[src/rtl/icache_assoc_if.sv]
// CPU fetch handshake plus block-wide instruction-memory port of the cache.
// master: the CPU/memory side that drives requests; slave: the cache itself.
interface icache_assoc_if #(
    parameter int WORDS  = 4,
    parameter int ADDR_W = 10
);
    localparam int OFF  = 2 + $clog2(WORDS);
    localparam int MA_W = ADDR_W - OFF;

    logic [31:0]         address;
    logic                flush;
    logic                busywait;
    logic [31:0]         instruction;
    logic                mem_read;
    logic [MA_W-1:0]     mem_address;
    logic [32*WORDS-1:0] mem_readdata;
    logic                mem_busywait;

    modport master (
        output address, flush, mem_readdata, mem_busywait,
        input  busywait, instruction, mem_read, mem_address
    );

    modport slave (
        input  address, flush, mem_readdata, mem_busywait,
        output busywait, instruction, mem_read, mem_address
    );
endinterface

[src/rtl/icache_assoc.sv]
// N-way set-associative instruction cache with LRU replacement and flush.
// Latency: hits return in the same cycle; a miss stalls L+3 cycles for memory stall L.
// Backpressure: busywait holds the CPU; mem_busywait stretches the refill read.
module icache_assoc #(
    parameter int WAYS   = 2,
    parameter int SETS   = 8,
    parameter int WORDS  = 4,
    parameter int ADDR_W = 10
) (
    input  logic         clk,
    input  logic         reset,
    icache_assoc_if.slave bus
);
    localparam int OFF    = 2 + $clog2(WORDS);
    localparam int IDX    = $clog2(SETS);
    localparam int TAG    = ADDR_W - OFF - IDX;
    localparam int MA_W   = ADDR_W - OFF;
    localparam int WAY_W  = (WAYS > 1) ? $clog2(WAYS) : 1;
    localparam int WSEL_W = (WORDS > 1) ? $clog2(WORDS) : 1;

    localparam logic [1:0] IDLE     = 2'd0;
    localparam logic [1:0] MEM_READ = 2'd1;
    localparam logic [1:0] UPDATE   = 2'd2;

    logic [1:0]              state;
    logic [MA_W-1:0]         ma_q;
    logic [WAY_W-1:0]        victim_q;
    logic                    flush_pend;
    logic [SETS-1:0][WAYS-1:0] valid;
    logic [TAG-1:0]          tags [SETS][WAYS];
    logic [32*WORDS-1:0]     data [SETS][WAYS];

    logic [IDX-1:0]          idx;
    logic [IDX-1:0]          ref_idx;
    logic [TAG-1:0]          tag_in;
    logic [TAG-1:0]          ref_tag;
    logic [WSEL_W-1:0]       word_off;
    logic                    hit;
    logic [WAY_W-1:0]        hit_way;
    logic [WAY_W-1:0]        victim;
    logic [WAY_W-1:0]        age_victim;
    logic [32*WORDS-1:0]     blk;
    logic [31:0]             instr;
    logic                    refill_we;

    assign idx      = IDX'(bus.address >> OFF);
    assign tag_in   = TAG'(bus.address >> (OFF + IDX));
    assign word_off = WSEL_W'(bus.address >> 2);
    // The latched block address carries the refill set and tag, so a moving PC cannot redirect it.
    assign ref_idx  = ma_q[IDX-1:0];
    assign ref_tag  = ma_q[MA_W-1:IDX];

    assign refill_we = (state == MEM_READ) && !bus.mem_busywait;

    always_comb begin
        hit     = 1'b0;
        hit_way = '0;
        for (int w = 0; w < WAYS; w++) begin
            if (valid[idx][w] && (tags[idx][w] == tag_in)) begin
                hit     = 1'b1;
                hit_way = WAY_W'(w);
            end
        end
    end

    always_comb begin
        blk   = data[idx][hit_way];
        instr = '0;
        if (hit) begin
            for (int w = 0; w < WORDS; w++) begin
                if ((WORDS == 1) || (WSEL_W'(w) == word_off)) begin
                    instr = blk[32*w +: 32];
                end
            end
        end
    end

    // Lowest invalid way wins; otherwise fall back to the oldest way of the set.
    always_comb begin
        victim = age_victim;
        for (int w = WAYS - 1; w >= 0; w--) begin
            if (!valid[idx][w]) begin
                victim = WAY_W'(w);
            end
        end
    end

    assign bus.busywait    = reset && ((state != IDLE) || !hit);
    assign bus.instruction = instr;
    assign bus.mem_read    = (state == MEM_READ);
    assign bus.mem_address = ma_q;

    always_ff @(posedge clk or negedge reset) begin
        if (!reset) begin
            state      <= IDLE;
            ma_q       <= '0;
            victim_q   <= '0;
            flush_pend <= 1'b0;
        end else begin
            case (state)
                IDLE: begin
                    if (!hit) begin
                        state    <= MEM_READ;
                        ma_q     <= MA_W'(bus.address >> OFF);
                        victim_q <= victim;
                    end
                end
                MEM_READ: begin
                    if (bus.flush) begin
                        flush_pend <= 1'b1;
                    end
                    if (!bus.mem_busywait) begin
                        state      <= UPDATE;
                        flush_pend <= 1'b0;
                    end
                end
                UPDATE: begin
                    if (bus.flush) begin
                        flush_pend <= 1'b1;
                    end
                    state <= IDLE;
                end
                default: state <= IDLE;
            endcase
        end
    end

    always_ff @(posedge clk or negedge reset) begin
        if (!reset) begin
            valid <= '0;
        end else if ((state == IDLE) && bus.flush) begin
            valid <= '0;
        end else if (refill_we) begin
            if (flush_pend || bus.flush) begin
                valid <= '0;
            end
            valid[ref_idx][victim_q] <= 1'b1;
        end
    end

    always_ff @(posedge clk) begin
        if (refill_we) begin
            data[ref_idx][victim_q] <= bus.mem_readdata;
            tags[ref_idx][victim_q] <= ref_tag;
        end
    end

    generate
        if (WAYS > 1) begin : g_lru
            logic [WAY_W-1:0] ages [SETS][WAYS];
            logic             upd_en;
            logic [IDX-1:0]   upd_set;
            logic [WAY_W-1:0] upd_way;
            logic [WAY_W-1:0] upd_age;

            // A hit in IDLE and a refill write never coincide, so one update port serves both.
            always_comb begin
                upd_en  = 1'b0;
                upd_set = idx;
                upd_way = hit_way;
                if ((state == IDLE) && hit && !bus.flush) begin
                    upd_en = 1'b1;
                end else if (refill_we) begin
                    upd_en  = 1'b1;
                    upd_set = ref_idx;
                    upd_way = victim_q;
                end
                upd_age = ages[upd_set][upd_way];
            end

            always_ff @(posedge clk or negedge reset) begin
                if (!reset) begin
                    for (int s = 0; s < SETS; s++) begin
                        for (int w = 0; w < WAYS; w++) begin
                            ages[s][w] <= WAY_W'(w);
                        end
                    end
                end else if (upd_en) begin
                    for (int w = 0; w < WAYS; w++) begin
                        if (WAY_W'(w) == upd_way) begin
                            ages[upd_set][w] <= '0;
                        end else if (ages[upd_set][w] < upd_age) begin
                            ages[upd_set][w] <= ages[upd_set][w] + 1'b1;
                        end
                    end
                end
            end

            always_comb begin
                age_victim = '0;
                for (int w = 0; w < WAYS; w++) begin
                    if (ages[idx][w] == WAY_W'(WAYS - 1)) begin
                        age_victim = WAY_W'(w);
                    end
                end
            end
        end else begin : g_dm
            assign age_victim = '0;
        end
    endgenerate
endmodule
[src/flat_wrapper.sv]
// flat-port wrapper written by rule: the top's interface ports become plain ports
module icache_assoc_flat 
#(
    parameter int WAYS   = 2,
    parameter int SETS   = 8,
    parameter int WORDS  = 4,
    parameter int ADDR_W = 10
)
  (clk, reset, bus_address, bus_flush, bus_mem_readdata, bus_mem_busywait, bus_busywait, bus_instruction, bus_mem_read, bus_mem_address);
  icache_assoc_if #(.WORDS(WORDS), .ADDR_W(ADDR_W)) bus_i ();
  input  logic clk;
  input  logic reset;
  input wire logic [$bits(bus_i.address)-1:0] bus_address;
  input wire logic [$bits(bus_i.flush)-1:0] bus_flush;
  input wire logic [$bits(bus_i.mem_readdata)-1:0] bus_mem_readdata;
  input wire logic [$bits(bus_i.mem_busywait)-1:0] bus_mem_busywait;
  output wire logic [$bits(bus_i.busywait)-1:0] bus_busywait;
  output wire logic [$bits(bus_i.instruction)-1:0] bus_instruction;
  output wire logic [$bits(bus_i.mem_read)-1:0] bus_mem_read;
  output wire logic [$bits(bus_i.mem_address)-1:0] bus_mem_address;
  assign bus_i.address = bus_address;
  assign bus_i.flush = bus_flush;
  assign bus_i.mem_readdata = bus_mem_readdata;
  assign bus_i.mem_busywait = bus_mem_busywait;
  assign bus_busywait = bus_i.busywait;
  assign bus_instruction = bus_i.instruction;
  assign bus_mem_read = bus_i.mem_read;
  assign bus_mem_address = bus_i.mem_address;
  icache_assoc #(.WAYS(WAYS), .SETS(SETS), .WORDS(WORDS), .ADDR_W(ADDR_W)) u_core (.clk(clk), .reset(reset), .bus(bus_i));
endmodule
[config.mk]
export PLATFORM = sky130hd
export DESIGN_NAME = icache_assoc_flat
export DESIGN_NICKNAME = d
export VERILOG_FILES = /design/src/rtl/icache_assoc_if.sv /design/src/rtl/icache_assoc.sv /design/src/flat_wrapper.sv
export SDC_FILE = /design/constraint.sdc
export NUM_CORES = 2
export LEC_CHECK = 0
export ABC_AREA = 1
export BUFFER_PORTS_ARGS = -buffer_cell sky130_fd_sc_hd__buf_2
export CORE_MARGIN = 3
export CORE_UTILIZATION = 30
export DETAILED_ROUTE_END_ITERATION = 10
export PLACE_DENSITY = 0.55
export SETUP_SLACK_MARGIN = 0.15
export SKIP_LAST_GASP = 1
export SLEW_MARGIN = 20
export SYNTH_ARGS = -nofsm -noshare
export SYNTH_HDL_FRONTEND = slang
export SYNTH_SLANG_ARGS = --single-unit
[constraint.sdc]
create_clock -name clk -period 7.8 [get_ports clk]
set_input_delay 0.39 -clock clk [delete_from_list [all_inputs] [get_ports clk]]
set_output_delay 0.39 -clock clk [all_outputs]
set_load 0.05 [all_outputs]
Word level (Yosys, flattened, before mapping) --
Memories as Yosys holds them, arrays and structs flattened. Index checks and enable logic that the tools add are counted.
Word-level totals: bits in registers 42, memory bits (writable) 2096, input port bits 164, output and inout port bits 40, logic and storage cells 152, memories 2
Memories:
- u_core.data | words 8, width 256, read ports 1, clocked after Yosys merged registers in 0, wr ports 1, line icache_assoc.sv:31 | logic [32*WORDS-1:0] data [SETS][WAYS];
- u_core.tags | words 8, width 6, read ports 1, clocked after Yosys merged registers in 0, wr ports 1, line icache_assoc.sv:30 | logic [TAG-1:0] tags [SETS][WAYS];
Cells by class: $add $sub $neg 2, magnitude comparators 14, equality and inequality tests 9, mux-type cells 63, bitwise operators 11, reductions and logical operators 23
Operators with widths (count):
- 128-bit two-way mux | 4
- 256-bit two-way mux | 1
- 16-bit two-way mux | 10
- 32-bit two-way mux | 5
- 128-bit demux with 1-bit select | 1
- 16-bit AND | 2
- 16-bit bitwise mux | 2
- 16-bit inverter | 2
- 1-bit two-way mux | 19
- 2-bit binary-select mux with 3-bit select | 3
- 2-bit demux with 3-bit select | 3
- 16-bit OR | 1
- 2-bit two-way mux | 7
- 1-bit logical AND | 11
- 3-bit two-way mux | 3
- 4-bit greater-or-equal comparator, second input constant | 2
- 3-bit by 4-bit less-than comparator with 1-bit output, second input constant | 2
- 3-bit inverter with 4-bit output | 2
- 3-bit == test | 2
- 2-bit greater-or-equal comparator, second input constant | 3
- 6-bit two-way mux | 1
- 1-bit inverter with 2-bit output | 3
- 2-bit nonzero test | 3
- 2-bit == test, first input constant | 2
- other kinds (20) | 28

Longest topological paths before layout --
depth after elaboration 22, depth in mapped cells 27, depth with buffers taken out 25

Least setup slack after synthesis --
Ideal clock, no wire load.
path kind reg-to-reg, from register u_core.state[1], to memory u_core.data[0][0] (netlist bit) (enable), setup time 0.622 ns, arrival 7.082 ns, required time 7.178 ns, setup slack 0.095 ns, stages on the path, launching flop included 7, buffers on the path 0, period minus slack after synthesis 7.705 ns, cell sequence dfrtp_1 > inv_1 > ha_1 > inv_1 > nor2_1 > nand2_1 > nor2_1
Between the ends: cells in the longest elaborated chain, start to end 4
Ends and longest elaborated chain:
- start, declared | line icache_assoc.sv:25 | logic [1:0] state;
- start signal, assigned | line icache_assoc.sv:95 | state <= IDLE;
- start signal, assigned | line icache_assoc.sv:103 | state <= MEM_READ;
- start signal, assigned | line icache_assoc.sv:113 | state <= UPDATE;
- 2-bit by 1-bit == test with 1-bit output
- named net bus_mem_read | line flat_wrapper.sv:19 | output wire logic [$bits(bus_i.mem_read)-1:0] bus_mem_read;
- 1-bit logical AND | line icache_assoc.sv:53 | assign refill_we = (state == MEM_READ) && !bus.mem_busywait;
- 1-bit two-way mux | line icache_assoc.sv:142 | if (refill_we) begin
- 256-bit two-way mux (not written as such) | line icache_assoc.sv:143 | data[ref_idx][victim_q] <= bus.mem_readdata;
- end, declared | line icache_assoc.sv:31
The timed path passes the listed nets, and every way through them passes these cells.

Worst setup path after layout --
from input bus_address[5], to output bus_instruction[15]
Between the ends: cells in the longest elaborated chain, start to end 13, elaborated cells between the ends (all ways) 20, classes of those cells eq/ne: 2; mux: 13; bitwise: 1; reduce/logical: 2; memory: 2
Ends and longest elaborated chain:
- start, declared | line flat_wrapper.sv:13 | input wire logic [$bits(bus_i.address)-1:0] bus_address;
- memory 8 x 6 bit / 2-bit binary-select mux with 3-bit select (equally long branches)
- 3-bit == test / 2-bit two-way mux (equally long branches) | line icache_assoc.sv:59 | if (valid[idx][w] && (tags[idx][w] == tag_in)) begin
- 1-bit logical AND | line icache_assoc.sv:59
- 1-bit two-way mux | line icache_assoc.sv:59
- 1-bit inverter with 2-bit output (not written as such) | line icache_assoc.sv:67 | blk = data[idx][hit_way];
- 128-bit two-way mux (not written as such) (3 in series) | line icache_assoc.sv:67
- 32-bit two-way mux (4 in series) | line icache_assoc.sv:71 | if ((WORDS == 1) || (WSEL_W'(w) == word_off)) begin
- 32-bit two-way mux * | line icache_assoc.sv:69 | if (hit) begin
- end, declared | line flat_wrapper.sv:18 | output wire logic [$bits(bus_i.instruction)-1:0] bus_instruction;
Mark *: on every way between the ends. The rest lies on a longest branch, timed or not. The select of a mux whose other input is x is not followed.

==> results_dict.tcl <==
set metrics [dict create \
    place_hpwl_mm 128.4 \
    fin_util_pct 35.20 \
    nFillCells 26890 \
    coreArea_mm2 0.2806 \
    report.final.hold_viol_count 0 \
    clockBufferDepth 3 \
    synth.cells.most_frequent "edfxtp_1 (2096), nand2_1 (1445), a21oi_1 (684), o21ai_0 (405), clkbuf_1 (331)" \
    async_flop_share_pct 1.964 \
    pin_count 204 \
    htree_num_levels 4 \
    grt-ovfl-total 0 \
    worst_pin_slew_ns 1.424 \
    finalNonFillerCells 10480 \
    yosysMostFrequentCell "edfxtp_1" \
    grt_antenna_before_repair 64 \
    place_area_mm2 0.09049 \
    drive_gt1_share_pct 9.444 \
    drtIter0Drc 5980 \
    yosys.area.top_type "edfxtp_1" \
    route.vias.total 54790 \
    synth_cell_types 43 \
    cts.sinks 2138 \
    grt_pass1_vias 52080 \
    synth_edf_count 2096 \
    tritoncts "built" \
    antenna_left 0 \
    yosysTopAreaCellShare_pct 74.13 \
    tns_ns 0 \
    area_growth_pct 16.33 \
    via_per_inst 5.227 \
    maxSlewViolCount 0 \
    track_usage_pct 16.86 \
    ys_dominant_reg_cell "edfxtp_1" \
    timing.max_cap.violations 0 \
    clkTransAtPathRegs_ns 0.06 \
    yosys_warnings 0 \
    setup_viol 0 \
    final_area_mm2 0.09878 \
    cp.required_ns 7.41 \
    nets 6731 \
    hold_path_class "in -> async" \
    synthTopCellsByArea "edfxtp_1 (74%), nand2_1 (6.4%), a21oi_1 (4.0%), a32o_1 (2.5%), o21ai_0 (2.4%)" \
    grt_setup_unrepaired "no" \
    io_buffers 179 \
    syn_nets 6552 \
    grt_max_degree 174 \
    dieArea_mm2 0.2895 \
    critical_path_class "in -> out" \
    grt_pass1_wl_mm 364.0 \
    power_leakage_nw 32.21 \
    irDropWorstVdd_mv 0.1851 \
    fin_skew_ns 0.03709 \
    fin_crit_sh_pct 80.48 \
    finalCriticalPeriod_ns 6.278 \
    max_freq_mhz 159.3 \
    crit_fanout 89 \
    root_buffer "clkbuf_16" \
    ys_seq_area_share_pct 75.38 \
    crit_path_start_kind "input port" \
    die_h_um 538.0 \
    die_w_um 538.0 \
    numCtsBuffers 215 \
    initial_core_util_pct 30.26 \
    rows 194 \
    postCtsSetupBuffers 0 \
    place_inst 9936 \
    fin_total_pwr_mw 26.18 \
    hold_ws_ns 0.08280 \
    wl_per_cell_um 24.00 \
    fin_ws_ns 1.522 \
    worstSkewPairLatency_ns 0.89 \
    power.density_mw_per_mm2 265.1 \
    pre_cts_ws_ns 1.663 \
    drt_wl_total_mm 251.5 \
    status "completed" \
    syn_inst 6384 \
    endpoint_kind "output port" \
    avgSynthCellArea_um2 13.30 \
    cp.arrival_ns 5.89 \
    synthesis.area_mm2 0.08491 \
    maxSlewHeadroom_pct 5.046 \
    multi_input_area_mm2 0.01875 \
    synth_seq_cells 2138 \
    firstDrtPassIters 5 \
    drc 0 \
    seq_area_mm2 0.06400 \
    gp_congestion 0.7581 \
]
## layout by cell type (no fill, tap or decap), types with 13 or more instances in the layout
cell type / count
a211oi_1: 67
a21oi_1: 684
a221oi_1: 65
a22oi_1: 84
a32o_1: 215
a32oi_1: 39
buf_12: 60
buf_2: 144
buf_4: 85
bufinv_16: 17
clkbuf_1: 59
clkbuf_16: 215
clkinv_1: 54
clkinv_2: 33
dfrtp_1: 34
diode_2: 13
dlygate4sd3_1: 134
edfxtp_1: 2096
inv_1: 105
nand2_1: 1444
nand3_1: 143
nor2_1: 255
nor2_4: 19
nor3_1: 15
o211ai_1: 22
o21ai_0: 404
o21ai_1: 14
o221ai_1: 39
o22ai_1: 71
o31ai_1: 20
o32ai_1: 18
## timing repair
| action | 4_1_cts | 5_1_grt |
|---|---|---|
| hold endpoints to repair | 2089 | 0 |
| hold buffers | 134 | 0 |
| gates resized for setup | 0 | 0 |
| endpoints found under the setup margin | 0 | 0 |
## flip-flops by register name, summed over array words and instances, names as in the netlist
name and count:
u_core.bus.mem_address 6, u_core.g_lru.ages 16, u_core.tags 48, u_core.flush_pend 1, u_core.victim_q 1, u_core.valid 16
u_core.data 2048, u_core.state 2
## report_power, final
group          switching [mW]  leakage (nW)  internal, mW
logic                    1.96          9.47         0.686
clock network            4.43          3.33          5.67
registers               0.178          19.4          13.3
total                    6.57          32.2          19.6
## logic make-up after synthesis
group                    count (synthesis)  synth area share (%)
flip-flops                            2138                 75.38
AND/OR/NAND/NOR                       1908                 8.833
AO/OA/AOI/OAI                         1754                 13.03
buffers and inverters                  580                 2.704
adder cells (fa/ha/maj)                  4               0.05894
## worst max-delay path, cell delays in order
cell and delay (ns):
dlygate4sd3_1 0.57, buf_8 0.21, inv_8 0.51, o211ai_1 0.19, nand2_1 0.10, nand2_1 0.07, nand2_1 0.18, nand2_1 0.07
nor2_1 0.19, nand2_4 0.21, inv_8 0.42, buf_4 0.37, a211oi_1 0.12, o21ai_0 0.53, o21ai_0 0.51, a211oi_1 0.78
buf_12 0.22
## cell type report
class                   instances  area share [%]
inverters                     116          0.4801
multi-input cells            3666           18.98
flip-flops and latches       2138           64.79
repair buffers                426           3.994
clock inverters               125           1.327
clock buffers                 274           5.671
diodes                         13         0.03293
well taps                    3724           4.717
## routing by layer
metal | track usage [%] | part of all wire, % | vias to the layer above
li1 | - | - | 24350
met2 | 27.56 | 48 | 1991
met3 | 3.131 | 6.9 | 407
met5 | 0 | 0.070 | -
met4 | 4.485 | 2.6 | 28
met1 | 23.03 | 43 | 28020
## final timing paths
check / cells past startpoint / slack [ns] / endpoint / start
max in group asynchronous: 2 / 7.28 / u_core.g_lru.ages[1]$_DFFE_PN0P_ / reset
worst min register to register: 2 / 0.47 / u_core.g_lru.ages[14]$_DFFE_PN1P_ / u_core.g_lru.ages[14]$_DFFE_PN1P_
worst max-delay path: 17 / 1.52 / bus_instruction[15] / bus_address[5]
worst min-delay path: 2 / 0.08 / u_core.state[0]$_DFFE_PN0P_ / reset
worst max register to register: 8 / 3.75 / u_core.data[1][190]$_DFFE_PP_ / u_core.state[1]$_DFFE_PN0P_
min in group clk: 5 / 0.11 / u_core.flush_pend$_DFFE_PN0P_ / bus_flush
(Power assumes the default switching activity.)
